[src/rtl/shift_unit.sv]
// Multi-cycle variable shifter (SLL/SRL/SRA, optional ROTR) shifting at most STEP bits
// per cycle, with valid/ready handshakes on both sides. Rotate enabled by SHIFT_UNIT_ROTATE_EN.
module shift_unit #(
  parameter  int WIDTH   = 32,
  parameter  int STEP    = 4,
  localparam int SHAMT_W = $clog2(WIDTH)
) (
  input  logic               clk,
  input  logic               rst_n,
  input  logic               in_valid,
  output logic               in_ready,
  input  logic [WIDTH-1:0]   in_data,
  input  logic [SHAMT_W-1:0] in_shamt,
  input  logic [1:0]         in_op,
  output logic               out_valid,
  input  logic               out_ready,
  output logic [WIDTH-1:0]   out_data,
  output logic               busy
);

  localparam int RW = SHAMT_W + 1;
  localparam logic [RW-1:0] STEP_R  = RW'(STEP);
  localparam logic [RW-1:0] WIDTH_R = RW'(WIDTH);

  typedef enum logic [1:0] {IDLE, SHIFT, DONE} state_t;

  state_t            state_reg, state_next;
  logic [WIDTH-1:0]  acc_reg, acc_next;
  logic [RW-1:0]     rem_reg, rem_next;
  logic [1:0]        op_reg, op_next;
  logic              sign_reg, sign_next;
  logic [RW-1:0]     k;
  logic [WIDTH-1:0]  shifted;

  assign k = (rem_reg > STEP_R) ? STEP_R : rem_reg;

  // One step of the selected shift; the sign bit is carried in sign_reg for SRA fill.
  always_comb begin
    shifted = acc_reg << k;
    case (op_reg)
      2'b01:   shifted = acc_reg >> k;
      2'b10:   shifted = WIDTH'($signed({sign_reg, acc_reg}) >>> k);
`ifdef SHIFT_UNIT_ROTATE_EN
      2'b11:   shifted = (acc_reg >> k) | (acc_reg << (WIDTH_R - k));
`endif
      default: shifted = acc_reg << k;
    endcase
  end

  always_comb begin
    state_next = state_reg;
    acc_next   = acc_reg;
    rem_next   = rem_reg;
    op_next    = op_reg;
    sign_next  = sign_reg;
    case (state_reg)
      IDLE: begin
        if (in_valid) begin
          acc_next   = in_data;
          rem_next   = {1'b0, in_shamt};
          op_next    = in_op;
          sign_next  = in_data[WIDTH-1];
          state_next = (in_shamt == '0) ? DONE : SHIFT;
        end
      end
      SHIFT: begin
        acc_next = shifted;
        rem_next = rem_reg - k;
        if (rem_reg <= STEP_R) state_next = DONE;
      end
      DONE: begin
        if (out_ready) state_next = IDLE;
      end
      default: state_next = IDLE;
    endcase
  end

  always_ff @(posedge clk or negedge rst_n) begin
    if (!rst_n) begin
      state_reg <= IDLE;
      acc_reg   <= '0;
      rem_reg   <= '0;
      op_reg    <= '0;
      sign_reg  <= 1'b0;
    end else begin
      state_reg <= state_next;
      acc_reg   <= acc_next;
      rem_reg   <= rem_next;
      op_reg    <= op_next;
      sign_reg  <= sign_next;
    end
  end

  // Handshake signals depend on state alone, never on in_valid/out_ready.
  assign in_ready  = (state_reg == IDLE);
  assign out_valid = (state_reg == DONE);
  assign busy      = (state_reg != IDLE);
  assign out_data  = acc_reg;

endmodule

[config.mk]
export PLATFORM = sky130hd
export DESIGN_NAME = shift_unit
export DESIGN_NICKNAME = d
export VERILOG_FILES = /design/src/rtl/shift_unit.sv
export SDC_FILE = /design/constraint.sdc
export NUM_CORES = 1
export LEC_CHECK = 0
export CAP_MARGIN = 20
export CORE_MARGIN = 2
export CORE_UTILIZATION = 61
export CTS_BUF_LIST = sky130_fd_sc_hd__clkbuf_8
export DETAILED_ROUTE_END_ITERATION = 6
export PLACE_DENSITY = 0.95
export REMOVE_ABC_BUFFERS = 1
export SETUP_SLACK_MARGIN = 0.3
export SLEW_MARGIN = 20
export SYNTH_ARGS = -nofsm -noshare
export SYNTH_HDL_FRONTEND = slang
export SYNTH_SLANG_ARGS = --single-unit
[constraint.sdc]
create_clock -name clk -period 7 [get_ports clk]
set_input_delay 1.05 -clock clk [delete_from_list [all_inputs] [get_ports clk]]
set_output_delay 1.05 -clock clk [all_outputs]
set_load 0.01 [all_outputs]
==> results of run 1 <==
cells in the final DEF, fill, tap and decap left out, types with 6 or more instances in the layout:
master	instances
a311oi_1	10
a21oi_1	60
a211o_1	6
a22oi_1	8
nand2_1	93
nor2_1	41
o21ai_0	68
a211oi_1	10
buf_4	9
nor3_1	25
o211ai_1	9
dfrtp_1	42
nand2b_1	7
mux2_2	10
inv_1	9
mux2i_1	20
a31oi_1	21
a311o_1	10
nand3_1	12
clkdlybuf4s50_1	76
a221o_1	10
or3_1	15
final timing paths:
path / start / endpoint / slack, ns
worst max-delay path: state_reg[1]$_DFFE_PN0P_ / in_ready / 3.93
worst min-delay path: op_reg[1]$_DFFE_PN0P_ / op_reg[1]$_DFFE_PN0P_ / 0.61
worst max register to register: rem_reg[4]$_DFFE_PN0P_ / out_data[25]$_DFFE_PN0P_ / 4.07
worst min register to register: op_reg[1]$_DFFE_PN0P_ / op_reg[1]$_DFFE_PN0P_ / 0.61
max in group asynchronous: rst_n / rem_reg[0]$_DFFE_PN0P_ / 5.83
min in group asynchronous: rst_n / rem_reg[3]$_DFFE_PN0P_ / 0.74
critical path, delay by kind of cell, from the launching register on:
family / cells / cell delay, ns
simple gates: 1 / 0.44
buf+inv: 2 / 0.58
flops: 1 / 0.68
layout make-up:
cell class | instances | area (µm²) | area share
Inverter | 12 | 45.0 | 0.00825
Multi-Input combinational cell | 528 | 3300 | 0.604
Sequential cell | 43 | 1080 | 0.197
Timing Repair Buffer | 85 | 828 | 0.152
Tap cell | 102 | 128 | 0.0234
Clock inverter | 3 | 15.0 | 0.00275
Clock buffer | 5 | 68.8 | 0.0126
layer usage:
layer / GRT usage / part of all wire / up-vias
li1: - / - / 2501
met1: 0.510 / 0.35 / 2679
met2: 0.612 / 0.45 / 574
met3: 0.0896 / 0.15 / 137
met4: 0.201 / 0.050 / 0
met5: 0 / 0 / -
through the flow:
stage	setup WS (ns)	area, µm²	util	hold slack, ns	total power [W]
3_3_place_gp	3.97	5370	0.706	0.561	0.00259
5_1_grt	3.86	5460	0.717	0.633	0.00310
3_5_place_dp	3.89	5370	0.706	0.589	0.00267
4_1_cts	3.95	5450	0.717	0.614	0.00284
6_report	3.93	5460	0.717	0.614	0.00294
2_1_floorplan	3.70	4410	-	0.520	0.00193
power groups by stage:
stage / combinational, W / clock, W / sequential (W)
floorplan: 0.00123 / 0 / 0.000694
CTS: 0.00201 / 0.000169 / 0.000666
global placement: 0.00192 / 0 / 0.000663
global route: 0.00222 / 0.000176 / 0.000703
finish: 0.00208 / 0.000169 / 0.000688
detailed placement: 0.00200 / 0 / 0.000669
logic make-up after synthesis:
| group | after synthesis |
|---|---|
| adder cells (fa/ha/maj) | 3 |
| AO/OA/AOI/OAI | 266 |
| multiplexers | 34 |
| buffers and inverters | 87 |
| flip-flops | 43 |
| other | 1 |
| AND/OR/NAND/NOR | 224 |
==> flow_summary.toml, run 1 <==
[layout]
nFillCells = 614
drive_above_1_share = 0.0754
final_cells = 778
largest_register_ffs = 32
area_delta_synth_final_pct = 15.4
nNetsFinal = 721
diodes = 0

[timing]
tightest_slew_ns = 1.07
post-route-min-period_ns = 3.07
max_freq_ghz = 0.326
finalHoldViolations = 0
final.setup.tns_ns = 0
final.setup_skew_ns = 0.00737
setup_violations = 0
relSlewSlack = 0.285
slew_violations = 0
timing.final.crit_share = 0.438
rsz0062_at_grt = "false"

[power_and_ir_drop]
powerDensity_nw_per_um2 = 539
p_leak_nw = 2.01
pwr-share-seq = 0.234
clkPwrFrac = 0.058
ir_worst_vdd_mv = 0.259
internal_power_w = 0.00129
p_switching_w = 0.00165
switching_share = 0.561
comb_power_share = 0.708

[routing]
post-route-drc-count = 1
drt-pass1-iter-count = 7
dr_total_vias = 5891
viasPerCell = 7.57
wl_per_cell_um = 21.9
drt-total-wl_um = 17000
drtIter0Drc = 1141
final_antenna_net_count = 0

[yosys]
synth_compound_area_frac = 0.374
synth_seq_cells = 43
synthCells = 658
async_flop_share = 1.00
synth-edff-count = 0
yosys.area.top_type_share = 0.228
yosysSeqAreaShare = 0.228
yosysMostFrequentCell = "nand2_1"
yosysWarnings = 0
synth_top_area_cell = "dfrtp_1"
ys_dominant_reg_cell = "dfrtp_1"
yosysUniqueCellTypes = 65
synth_xor_area_frac = 0
synth_top_family_by_area = "compound AO/OA/AOI/OAI gates"
avgSynthCellArea_um2 = 7.19
synth.mux.area_fraction = 0.0852
synth_adder_area_share = 0.00794
synth_common_cells = "nand2_1, o21ai_0, a21oi_1, clkbuf_1, dfrtp_1"
synth_area_um2 = 4730
synthTopCellsByArea = "dfrtp_1, nand2_1, o21ai_0"
synth_simple_gate_area_share = 0.227

[setup_path]
cp_data_required_time_ns = 5.95
worstPathArrival_ns = 2.02
worstSetupPathType = "flop to output pin"
crit_path_end_kind = "output pin"
reg2reg_depth = 6
cpPeakStageDelay_ns = 0.68
worstPathCellList = "or2_2, inv_1, clkdlybuf4s50_1"
start_kind = "flop"
crit_path_top_delay_cell = "dfrtp_1"
cp_max_fo = 24

[clocking]
postCtsHoldBufs = 0
path_clk_slew_ns = 0.09
cts_buffer_depth = 2
clock_sinks = 43
cts-root-buf = "clkbuf_8"
cts_buffers = 5
cts_tree = "yes"
clock_latency_ns = 0.31
htree_levels = 2
postCtsSetupRepairBufs = 0
post_cts_resized = 0

[placed_design]
place.gp.congestion = 0.933
io_buffers = 77
dp_cells = 770
hpwlAfterDp_um = 10400

[run_status]
run_status = "complete, but fails checks"
violations = "design-rule violations"

[worst_hold_path]
hold_path_depth = 2
hold_class = "flop to flop"

[global_route]
gr-total-overflow = 0
gr-usage-all-layers = 0.393
grt_pass1_wl_um = 27300
grt_max_degree = 62
grt_pass1_vias = 5677
antenna_found_initial = 0

[floorplan]
die_y_um = 92.0
ios = 78
dieArea_um2 = 8470
die_w_um = 92.0
start_util = 0.622
core_area_um2 = 7610
fp-row-count = 32

[run]
cap_violations = 0
(Power assumes the default switching activity.)
==> inputs of run 2 (changes only) <==
--- a/config.mk
+++ b/config.mk
@@ -7,10 +7,10 @@
 export LEC_CHECK = 0
 export CAP_MARGIN = 20
 export CORE_MARGIN = 2
-export CORE_UTILIZATION = 61
+export CORE_UTILIZATION = 51
 export CTS_BUF_LIST = sky130_fd_sc_hd__clkbuf_8
 export DETAILED_ROUTE_END_ITERATION = 6
-export PLACE_DENSITY = 0.95
+export PLACE_DENSITY = 0.89
 export REMOVE_ABC_BUFFERS = 1
 export SETUP_SLACK_MARGIN = 0.3
 export SLEW_MARGIN = 20
==> constraint.sdc (replaced) <==
create_clock -name clk -period 2.6 [get_ports clk]
set_input_delay 0.39 -clock clk [delete_from_list [all_inputs] [get_ports clk]]
set_output_delay 0.39 -clock clk [all_outputs]
set_load 0.01 [all_outputs]
==> run 2 against run 1 <==
The flow now finishes without violations. First-iteration DRC count fell by 17%. Hold slack worse by 0.57 ns. Utilization fell by 7.0 points. Critical path depth grew 3. Cell area up 8.1%. Sequential cell count did not move. Clock power increased to 3.5 times the previous value. Largest power group unchanged.
==> flow_summary.toml, run 2 (synthesis results as in run 1) <==
[run_status]
run_status = "finished, final reports clean"

[power_and_ir_drop]
ir_worst_vdd_mv = 0.560
p_leak_nw = 2.25
powerDensity_nw_per_um2 = 1440

[run]
cap_violations = 0

[setup_path]
reg2reg_depth = 6
crit_path_end_kind = "flop"
cp_data_required_time_ns = 2.84
start_kind = "flop"
cp_max_fo = 8
r2r-start = "rem_reg[4]$_DFFE_PN0P_"
worstSetupPathType = "flop to flop"
worstPathArrival_ns = 2.48
worst_r2r_endpoint = "out_data[8]$_DFFE_PN0P_"
r2r_slack_ns = 0.36

[timing]
final.setup_skew_ns = 0.0102
tightest_slew_ns = 0.534
relSlewSlack = 0.644
post-route-min-period_ns = 2.24
max_freq_ghz = 0.447
rsz0062_at_grt = "false"
slew_violations = 0
finalHoldViolations = 0
timing.final.crit_share = 0.861
setup_violations = 0

[worst_hold_path]
hold_class = "input pin to async pin"

[routing]
final_antenna_net_count = 0
drt-pass1-iter-count = 6
wl_met1_um = 6940
drt-total-wl_um = 18300
highest_layer = "met4"
dr_total_vias = 6063
post-route-drc-count = 0
wl_per_cell_um = 21.9
route.met3.wl_um = 2450
drtIter0Drc = 952
viasPerCell = 7.27
dr_wl_met2_um = 8150

[clocking]
cts_buffer_depth = 2
cts_tree = "yes"
clock_latency_ns = 0.31
cts_buffers = 5
postCtsHoldBufs = 0
clock_sinks = 43
htree_levels = 2
cts-root-buf = "clkbuf_8"
path_clk_slew_ns = 0.10

[floorplan]
start_util = 0.519
fp-row-count = 35
core_area_um2 = 9110
die_w_um = 100
ios = 78
die_y_um = 100
dieArea_um2 = 10100

[layout]
mostFrequentLayoutCells = "nand2_1, clkdlybuf4s50_1, o21ai_0"
area_delta_synth_final_pct = 24.8
multi_input_area_um2 = 3340
nFillCells = 820
diodes = 0
largest_register_ffs = 32
nNetsFinal = 768
final_area_um2 = 5900
final_common_cell = "nand2_1"
drive_above_1_share = 0.141
fin_util = 0.648
seqCellArea_um2 = 1080

[global_route]
grt_max_degree = 35
gr-usage-all-layers = 0.349
grt_pass1_wl_um = 28300
grt_pass1_vias = 5639
gr-total-overflow = 0
antenna_found_initial = 0

[placed_design]
place_area_um2 = 5640
hpwlAfterDp_um = 12000
io_buffers = 77
place.gp.congestion = 1.06
==> run 2: worst max-delay path by stage <==
stage,end,startpoint,cells past startpoint
floorplan,out_data[25]$_DFFE_PN0P_,rem_reg[4]$_DFFE_PN0P_,5
global placement,out_data[24]$_DFFE_PN0P_,rem_reg[4]$_DFFE_PN0P_,5
global route,out_data[21]$_DFFE_PN0P_,rem_reg[2]$_DFFE_PN0P_,8
detailed placement,out_data[24]$_DFFE_PN0P_,rem_reg[4]$_DFFE_PN0P_,5
finish,out_data[8]$_DFFE_PN0P_,rem_reg[4]$_DFFE_PN0P_,6
CTS,out_data[24]$_DFFE_PN0P_,rem_reg[4]$_DFFE_PN0P_,5
==> run 2: report_power, final <==
part / switching (W) / internal, W / leakage (nW)
Clock: 0.000274 / 0.000312 / 0.0612
Combinational: 0.00343 / 0.00257 / 1.67
Sequential: 0.000878 / 0.00102 / 0.521
==> run 2: layout make-up <==
class | instances | area share
Clock buffer | 6 | 0.0140
Clock inverter | 2 | 0.00594
Inverter | 12 | 0.00785
Multi-Input combinational cell | 531 | 0.566
Sequential cell | 43 | 0.183
Tap cell | 111 | 0.0235
Timing Repair Buffer | 129 | 0.199
==> run 2: per-layer routing <==
layer  vias to the layer above  global-route usage
met5                         -                   0
li1                       2601                   -
met3                        99              0.0641
met4                         0               0.153
met1                      2810               0.460
met2                       553               0.558
==> run 2: worst max-delay path, cell delays in order, from the launching register on <==
cell and delay (ns):
dfrtp_2 0.48, or4_4 0.69, nor2_4 0.27, buf_4 0.16
nand2_1 0.04, a311o_1 0.37, a31oi_1 0.16
==> run 2: through the flow <==
stage | setup slack, ns | total power [W] | std cells | hold slack, ns | TNS (ns)
floorplan | -0.695 | 0.00519 | 583 | 0.0944 | -13.43
global placement | 0.295 | 0.00742 | 812 | 0.381 | 0
detailed placement | 0.280 | 0.00753 | 812 | 0.388 | 0
CTS | 0.315 | 0.00816 | 824 | 0.0532 | 0
global route | 0.287 | 0.00901 | 834 | 0.0700 | 0
finish | 0.361 | 0.00849 | 834 | 0.0404 | 0
==> run 2: what timing repair did <==
item	CTS	global route
buffers inserted	4	7
pin swaps	2	4
gates cloned	0	3
gates resized for setup	0	8
setup endpoints to repair	11	23
==> inputs of run 3 (changes only) <==
--- a/config.mk
+++ b/config.mk
@@ -10,6 +10,7 @@
 export CORE_UTILIZATION = 51
 export CTS_BUF_LIST = sky130_fd_sc_hd__clkbuf_8
 export DETAILED_ROUTE_END_ITERATION = 6
+export HOLD_SLACK_MARGIN = 0.05
 export PLACE_DENSITY = 0.89
 export REMOVE_ABC_BUFFERS = 1
 export SETUP_SLACK_MARGIN = 0.3
==> results of run 3 <==
The final DEF is identical to that of run 2; final timing and power are the same.
